===== src/rtl/ysyx_22040750_pipe_stage_reg_if.sv =====
// Purpose : one valid/allowin handshake channel carrying an opaque DATA_W-bit payload.
// Ports   : valid/data flow from master to slave, allowin flows back from slave to master.
// Modports: master = producer side, slave = consumer side.
interface ysyx_22040750_pipe_stage_reg_if #(
  parameter int DATA_W = 64
);
  logic              valid;
  logic              allowin;
  logic [DATA_W-1:0] data;

  modport master (output valid, output data, input allowin);
  modport slave  (input valid, input data, output allowin);
endinterface


===== src/rtl/ysyx_22040750_pipe_stage_reg.sv =====
// Purpose : generic pipeline stage register with flush and an optional two-entry skid mode.
// Ports   : I_sys_clk/I_rst_n/I_flush scalars, up (slave channel), dn (master channel), O_count.
// Timing  : one-cycle latency when empty; SKID=0 allowin is combinational, SKID=1 allowin is registered.
module ysyx_22040750_pipe_stage_reg #(
  parameter int DATA_W = 64,
  parameter int SKID   = 0
) (
  input  logic                                  I_sys_clk,
  input  logic                                  I_rst_n,
  input  logic                                  I_flush,
  ysyx_22040750_pipe_stage_reg_if.slave         up,
  ysyx_22040750_pipe_stage_reg_if.master        dn,
  output logic [1:0]                            O_count
);

  localparam logic [1:0] EMPTY = 2'd0;
  localparam logic [1:0] ONE   = 2'd1;
  localparam logic [1:0] FULL  = 2'd2;

  logic              main_valid;
  logic              skid_valid;
  logic [DATA_W-1:0] main_q;
  logic              in_fire;
  logic              out_fire;

  // A flush cycle accepts nothing and hands nothing downstream.
  assign in_fire  = up.valid && up.allowin && !I_flush;
  assign out_fire = dn.valid && dn.allowin;

  assign dn.valid = main_valid && !I_flush;
  assign dn.data  = main_q;
  assign O_count  = skid_valid ? FULL : (main_valid ? ONE : EMPTY);

  if (SKID == 0) begin : g_single
    assign skid_valid = 1'b0;
    // Slot frees up in the same cycle the current entry leaves.
    assign up.allowin = !main_valid || dn.allowin;

    always_ff @(posedge I_sys_clk or negedge I_rst_n) begin
      if (!I_rst_n) begin
        main_valid <= 1'b0;
        main_q     <= '0;
      end else if (I_flush) begin
        main_valid <= 1'b0;
      end else if (in_fire) begin
        main_valid <= 1'b1;
        main_q     <= up.data;
      end else if (out_fire) begin
        main_valid <= 1'b0;
      end
    end
  end else begin : g_skid
    logic              skid_valid_q;
    logic [DATA_W-1:0] skid_q;

    assign skid_valid = skid_valid_q;
    // Registered ready: the skid slot absorbs the one payload that may
    // arrive after downstream stalls, so no path from dn.allowin is needed.
    assign up.allowin = !skid_valid_q;

    always_ff @(posedge I_sys_clk or negedge I_rst_n) begin
      if (!I_rst_n) begin
        main_valid   <= 1'b0;
        skid_valid_q <= 1'b0;
        main_q       <= '0;
        skid_q       <= '0;
      end else if (I_flush) begin
        main_valid   <= 1'b0;
        skid_valid_q <= 1'b0;
      end else begin
        case (O_count)
          EMPTY: begin
            if (in_fire) begin
              main_valid <= 1'b1;
              main_q     <= up.data;
            end
          end
          ONE: begin
            if (in_fire && out_fire) begin
              main_q <= up.data;
            end else if (in_fire) begin
              skid_valid_q <= 1'b1;
              skid_q       <= up.data;
            end else if (out_fire) begin
              main_valid <= 1'b0;
            end
          end
          FULL: begin
            // Older entry leaves; the skid entry moves up to keep ordering.
            if (out_fire) begin
              skid_valid_q <= 1'b0;
              main_q       <= skid_q;
            end
          end
          default: begin
          end
        endcase
      end
    end
  end

endmodule


===== src/flat_wrapper.sv =====
// flat-port wrapper written by rule: the top's interface ports become plain ports
module ysyx_22040750_pipe_stage_reg_flat 
#(
  parameter int DATA_W = 64,
  parameter int SKID   = 0
)
  (I_sys_clk, I_rst_n, I_flush, O_count, up_valid, up_data, up_allowin, dn_valid, dn_data, dn_allowin);
  ysyx_22040750_pipe_stage_reg_if #(.DATA_W(DATA_W)) up_i ();
  ysyx_22040750_pipe_stage_reg_if #(.DATA_W(DATA_W)) dn_i ();
  input  logic I_sys_clk;
  input  logic I_rst_n;
  input  logic I_flush;
  output logic [1:0] O_count;
  input wire logic [$bits(up_i.valid)-1:0] up_valid;
  input wire logic [$bits(up_i.data)-1:0] up_data;
  output wire logic [$bits(up_i.allowin)-1:0] up_allowin;
  output wire logic [$bits(dn_i.valid)-1:0] dn_valid;
  output wire logic [$bits(dn_i.data)-1:0] dn_data;
  input wire logic [$bits(dn_i.allowin)-1:0] dn_allowin;
  assign up_i.valid = up_valid;
  assign up_i.data = up_data;
  assign up_allowin = up_i.allowin;
  assign dn_valid = dn_i.valid;
  assign dn_data = dn_i.data;
  assign dn_i.allowin = dn_allowin;
  ysyx_22040750_pipe_stage_reg #(.DATA_W(DATA_W), .SKID(SKID)) u_core (.I_sys_clk(I_sys_clk), .I_rst_n(I_rst_n), .I_flush(I_flush), .up(up_i), .dn(dn_i), .O_count(O_count));
endmodule

===== config.mk =====
export PLATFORM = sky130hd
export DESIGN_NAME = ysyx_22040750_pipe_stage_reg_flat
export DESIGN_NICKNAME = d
export VERILOG_FILES = /design/src/rtl/ysyx_22040750_pipe_stage_reg_if.sv /design/src/rtl/ysyx_22040750_pipe_stage_reg.sv /design/src/flat_wrapper.sv
export SDC_FILE = /design/constraint.sdc
export NUM_CORES = 1
export LEC_CHECK = 0
export CORE_AREA = 2 2 87 89
export CTS_CLUSTER_DIAMETER = 100
export CTS_CLUSTER_SIZE = 30
export DETAILED_ROUTE_END_ITERATION = 6
export DIE_AREA = 0 0 89 91
export PLACE_DENSITY = 0.9
export SLEW_MARGIN = 25
export SYNTH_ARGS = -nofsm -noshare
export SYNTH_HDL_FRONTEND = slang
export SYNTH_SLANG_ARGS = --single-unit

===== constraint.sdc =====
create_clock -name I_sys_clk -period 1.77 [get_ports I_sys_clk]
set_input_delay 0.531 -clock I_sys_clk [delete_from_list [all_inputs] [get_ports I_sys_clk]]
set_output_delay 0.531 -clock I_sys_clk [all_outputs]
set_load 0.1 [all_outputs]

==> metrics.md, run 1 <==
| Metric | Value |
|---|---|
| Status | finished, final reports clean |
| Fraction of registers with async set/reset | 1.00 |
| RSZ-0062 raised after global routing | yes |
| Flop2flop setup slack | 0.04 ns |
| I/O pin count | 137 |
| DP Cell Count | 380 |
| Syn Std Cell Area | 2770 µm² |
| WL per Instance | 16.8 µm |
| Clk buf depth | 2 |
| WS Path Type | reg -> out |
| Starting Density | 0.388 |
| Nets@finish | 363 |
| Min Clock Period, post-route | 1.76 ns |
| Worst-path clk slew | 0.07 ns |
| Post-synth top flop | dfrtp_1 |
| DRC | 0 |
| Most common cell in the netlist | dfrtp_1 |
| Average cell area after synthesis | 19.1 µm² |
| Layout cells sized above 1 | 0.548 |
| Site Rows | 31 |
| Pins Over Slew Limit | 0 |
| Post-synth EDFFs | 0 |
| Worst-Skew Late Latency | 0.34 ns |
| FF-to-FF Start | u_core.main_valid$_DFFE_PN0P_ |
| CP Launch Type | flip-flop |
| Hold Crit Class | in -> async |
| Post-Route Utilization | 0.722 |
| Synth warn | 0 |
| Area Growth Syn to Fin | 86.3% |
| Post-Syn Instances | 145 |
| Vias | 1747 |
| CTS tree | built |
| Core Footprint | 7140 µm² |
| First-pass GRT wire length | 10500 µm |
| Sink Count | 65 |
| Wirelength, routed | 6690 µm |
| All-layer global routing usage | 0.173 |
| Area contributors post-synth | dfrtp_1 59%, mux2_4 33%, buf_12 4.3% |
| CTS H-Tree Depth | 3 |
| Worst path required time | 1.24 ns |
| Initial antenna violation count | 0 |
| Post-synth top cells | 65 x dfrtp_1, 60 x mux2_4, 6 x buf_12, 4 x mux2_2 |
| P_leak | 0.00233 µW |
| Starting DRT DRC Count | 44 |
| Leading area contributor after synthesis | dfrtp_1 |
| Post-DP HPWL | 5080 µm |
| IO buf count | 135 |
| Worst Setup End Kind | output port |
| Final Non-Filler Cells | 398 |
| Sequential cell area fraction in the yosys report | 0.588 |
| Critical Path Fanout Max | 3 |
| Pre-Repair DR Iteration Count | 4 |
| Pwr Density | 1410 nW/µm² |
| Setup violations, final | 0 |
| Tot Pwr | 7240 µW |
| Die ar. | 8100 µm² |
| Clk_skew | 0.00788 ns |
| CTS buffer count | 9 |
| Die span in y | 91 µm |
| Distinct cells, synth | 12 |
| Final period utilization | 0.996 |
| Final-report hold violation count | 0 |
| #FFs+latches synth | 65 |
| Antenna Cells | 0 |
| Reg2reg end | u_core.dn.data[63]$_DFFE_PN0P_ |
| Max cap viols | 0 |
| Yosys top cell area share | 0.588 |
| WP data arrival | 1.23 ns |
| Post-detailed-route count of antenna-violating nets | 0 |
| Peak VDD IR | 0.900 mV |
| Syn_nets | 214 |
| Hold_buf cts | 0 |
| Die Wd | 89 µm |
| Root Buffer | clkbuf_8 |
| Vias/cell | 4.39 |
| Largest net degree at the start of global routing | 66 |
| Setup TNS | 0 ns |
| Total gr overflow | 0 |
| Fmax | 0.567 GHz |
| Worst R2R Path Depth | 6 |
| Vias in the first global route | 2047 |
| Placer Congestion | 0.710 |
-- flip-flops by register name, summed over array words and instances (netlist names) --
signal and flops:
u_core.main_valid 1, u_core.dn.data 64
-- placed cells by master (no fill, tap or decap) --
master	count
bufinv_16	3
clkbuf_8	9
dfrtp_1	65
buf_2	1
clkinv_4	1
nor3b_4	1
clkinvlp_4	2
inv_4	1
nor2b_4	2
mux2_4	60
dlygate4sd2_1	2
buf_6	2
clkdlybuf4s50_1	65
buf_12	70
clkinv_2	1
mux2_2	4
buf_4	7
nor2_1	2
conb_1	1
-- worst max-delay path by stage --
stage                                  startpoint                        endpoint  slack [ns]  cells after the start
floorplan                              dn_allowin                      up_allowin        0.09                      2
global placement                          I_flush  u_core.dn.data[28]$_DFFE_PN0P_       -0.36                      5
detailed placement                        I_flush  u_core.dn.data[24]$_DFFE_PN0P_       -0.38                      5
CTS                 u_core.main_valid$_DFFE_PN0P_                      up_allowin       -0.06                      4
global route        u_core.main_valid$_DFFE_PN0P_                      up_allowin       -0.04                      4
finish              u_core.main_valid$_DFFE_PN0P_                      up_allowin       0.008                      4
-- layer usage --
layer	global-route usage	vias to the layer above	routed length, µm
met5	0	-	0
met1	0.212	853	2630
met4	0.0734	0	133
met3	0.0491	12	468
li1	-	796	-
met2	0.281	86	3460
-- metrics by stage --
| step | hold slack, ns | setup WS [ns] | area (µm²) |
|---|---|---|---|
| after floorplan | 0.235 | 0.0945 | 2770 |
| after global placement | 0.557 | -0.361 | 4890 |
| after detailed placement | 0.560 | -0.384 | 4890 |
| after CTS | 0.218 | -0.0626 | 5130 |
| after global routing | 0.220 | -0.0445 | 5150 |
| final | 0.203 | 0.00782 | 5150 |
-- cell type report --
class                   instances  area (µm²)
repair buffers                147        2150
clock inverters                 7         119
clock buffers                   9         124
well taps                      99         124
multi-input cells              70        1000
flip-flops and latches         65        1630
fillers                       472        1980
inverters                       1        6.26
-- repair_timing --
action	CTS	global route
setup endpoints to repair	23	1
endpoints found under the hold margin	0	0
cloned	0	0
resized for setup	5	1
setup buffers	0	2
-- worst max-delay path, cell delays in order, from the launching register on --
cell     delay (ns)
dfrtp_1        0.43
nor2b_4        0.15
buf_6          0.12
inv_4          0.05
buf_12         0.16
-- power by group --
part           switching (µW)  leakage, µW  internal, µW
Clock                     582     0.000115           935
Combinational            2220      0.00145          1470
Sequential                297     0.000765          1740
-- cells by family (layout without fill, tap and decap cells) --
family                 after synthesis  count (layout)  share of synthesized area
and+or+nand+nor                      5               5                     0.0145
buffers and inverters               10             164                     0.0543
DFF                                 65              65                      0.588
muxes                               64              64                      0.342
other                                1               1                    0.00136
Power figures use the tool's default switching activity.
==> inputs of run 2 (changes only) <==
--- a/config.mk
+++ b/config.mk
@@ -10,6 +10,7 @@
 export CTS_CLUSTER_SIZE = 30
 export DETAILED_ROUTE_END_ITERATION = 6
 export DIE_AREA = 0 0 89 91
+export HOLD_SLACK_MARGIN = 0.08
 export PLACE_DENSITY = 0.9
 export SLEW_MARGIN = 25
 export SYNTH_ARGS = -nofsm -noshare
==> results of run 2 <==
The final DEF is identical to that of run 1; final timing and power are the same.
==> RTL change, RTL diff (flow settings as in run 1) <==
`DATA_W` is set to 64 in 3 places; all go to 32.
--- a/src/rtl/ysyx_22040750_pipe_stage_reg_if.sv
+++ b/src/rtl/ysyx_22040750_pipe_stage_reg_if.sv
@@ -2,7 +2,7 @@
 // Ports   : valid/data flow from master to slave, allowin flows back from slave to master.
 // Modports: master = producer side, slave = consumer side.
 interface ysyx_22040750_pipe_stage_reg_if #(
-  parameter int DATA_W = 64
+  parameter int DATA_W = 32
 );
   logic              valid;
   logic              allowin;
--- a/src/rtl/ysyx_22040750_pipe_stage_reg.sv
+++ b/src/rtl/ysyx_22040750_pipe_stage_reg.sv
@@ -2,7 +2,7 @@
 // Ports   : I_sys_clk/I_rst_n/I_flush scalars, up (slave channel), dn (master channel), O_count.
 // Timing  : one-cycle latency when empty; SKID=0 allowin is combinational, SKID=1 allowin is registered.
 module ysyx_22040750_pipe_stage_reg #(
-  parameter int DATA_W = 64,
+  parameter int DATA_W = 32,
   parameter int SKID   = 0
 ) (
   input  logic                                  I_sys_clk,
--- a/src/flat_wrapper.sv
+++ b/src/flat_wrapper.sv
@@ -1,7 +1,7 @@
 // flat-port wrapper written by rule: the top's interface ports become plain ports
 module ysyx_22040750_pipe_stage_reg_flat 
 #(
-  parameter int DATA_W = 64,
+  parameter int DATA_W = 32,
   parameter int SKID   = 0
 )
   (I_sys_clk, I_rst_n, I_flush, O_count, up_valid, up_data, up_allowin, dn_valid, dn_data, dn_allowin);
Ports: changed (resized dn_data and up_data); port bits go from 137 to 73. The function was not compared with the original's and may differ.
==> RTL change against run 1 <==
- wire length fell by 51%
- setup slack improved by 40 ps
- total power fell by 53%
- synthesized area shrank 53%
- final cell count is 35% lower
- highest routed layer unchanged
- sequential cell count is 32 lower
- clock power decreased by 63%
- synthesized cell count decreased by 47%
- design area fell by 50%
- sequential share of layout area rose by 0.50 points
==> RTL change: results (changes against run 1) <==
* Worst IR Drop VDD at 0.000439 V (-51%)
* Hpwl dp at 2500 um (-51%)
* Post_cts resized at 3 (-2)
* Net Switching at 1.54 mW (-50%)
* Number of non-clock buffers at 78 (-47%)
* CTS buffer count at 5 (-4)
* Clk cell area share at 0.0335 (-0.0136)
* Setup WS pre-CTS at -339 ps (+45.6 ps)
* Seq/Total Area, Yosys at 0.641 (+0.0528)
* Leak at 1.10 nW (-53%)
* Sequential share of cell area at 0.321 (+0.00501)
* Syn_nets at 114 (-47%)
* Share of cells above drive strength 1 at 0.544 (-0.00419)
* FILL cells at 702 (+49%)
* Commonest cells in the netlist: 33 x dfrtp_1, 32 x mux2_2, 3 x buf_6
* H-tree depth at 2 (-1)
* Largest net degree at the start of global routing at 20 (-70%)
* Flip-flop count of the largest register after layout at 32 (-50%)
* Outcome: finished clean
* R2r endpoint: u_core.dn.data[11]
* Post-placement cell count at 245 (-36%)
* Post-Syn Area per Cell at 16.7 um^2 (-12%)
* Mux contribution to synthesized area at 0.280 (-0.0623)
* Final Non-Filler Cells at 257 (-35%)
* Router iterations before antenna repair at 2 (-2)
* Worst Path Required at 1930 ps (+690 ps)
* Worst setup skew after layout at 1.80 ps (-6.08 ps)
* GP Congestion at 0.628 (-12%)
* Clk_lat worst skew at 280 ps (-60 ps)
* Post-synthesis cell type count at 10 (-2)
* Largest delay share family, worst path: simple AND/OR/NAND/NOR gates
* NonClk Buf Share at 0.434 (+0.0167)
* Pwr Density at 1310 nW/um^2 (-6.9%)
* Syn Std Cell Area at 1290 um^2 (-53%)
* Synth top area cells: dfrtp_1 64%, mux2_2 28%, buf_6 2.6%, nor3b_4 1.5%, buf_4 1.2%
* Clock network power at 557 uW (-63%)
* Peak fanout along the critical path at 5 (+2)
RTL change: cell types whose count changed after synthesis:
| cell | delta |
|---|---|
| mux2_4 | -60 |
| dfrtp_1 | -32 |
| nor3b_4 | +1 |
| mux2_2 | +28 |
| buf_6 | +2 |
| nor3b_2 | -1 |
| buf_12 | -6 |
RTL change: metal layers:
metal / GRT usage / part of all wire / routed length (um)
met1: 0.0887 / 0.36 / 1190
met2: 0.151 / 0.54 / 1780
met3: 0.0345 / 0.085 / 280
met4: 0.0261 / 0.0079 / 26
met5: 0 / 0 / 0
RTL change: worst max path at each step:
stage	depth (start not counted)	endpoint	from	slack, ps
final	6	u_core.dn.data[11]	u_core.main_valid	50
after global routing	6	u_core.dn.data[11]	u_core.main_valid	-8
after CTS	4	u_core.dn.data[30]	up_valid	-40
after detailed placement	4	u_core.dn.data[11]	I_flush	-340
after global placement	4	u_core.dn.data[25]	I_flush	-270
after floorplan	2	up_allowin	dn_allowin	90
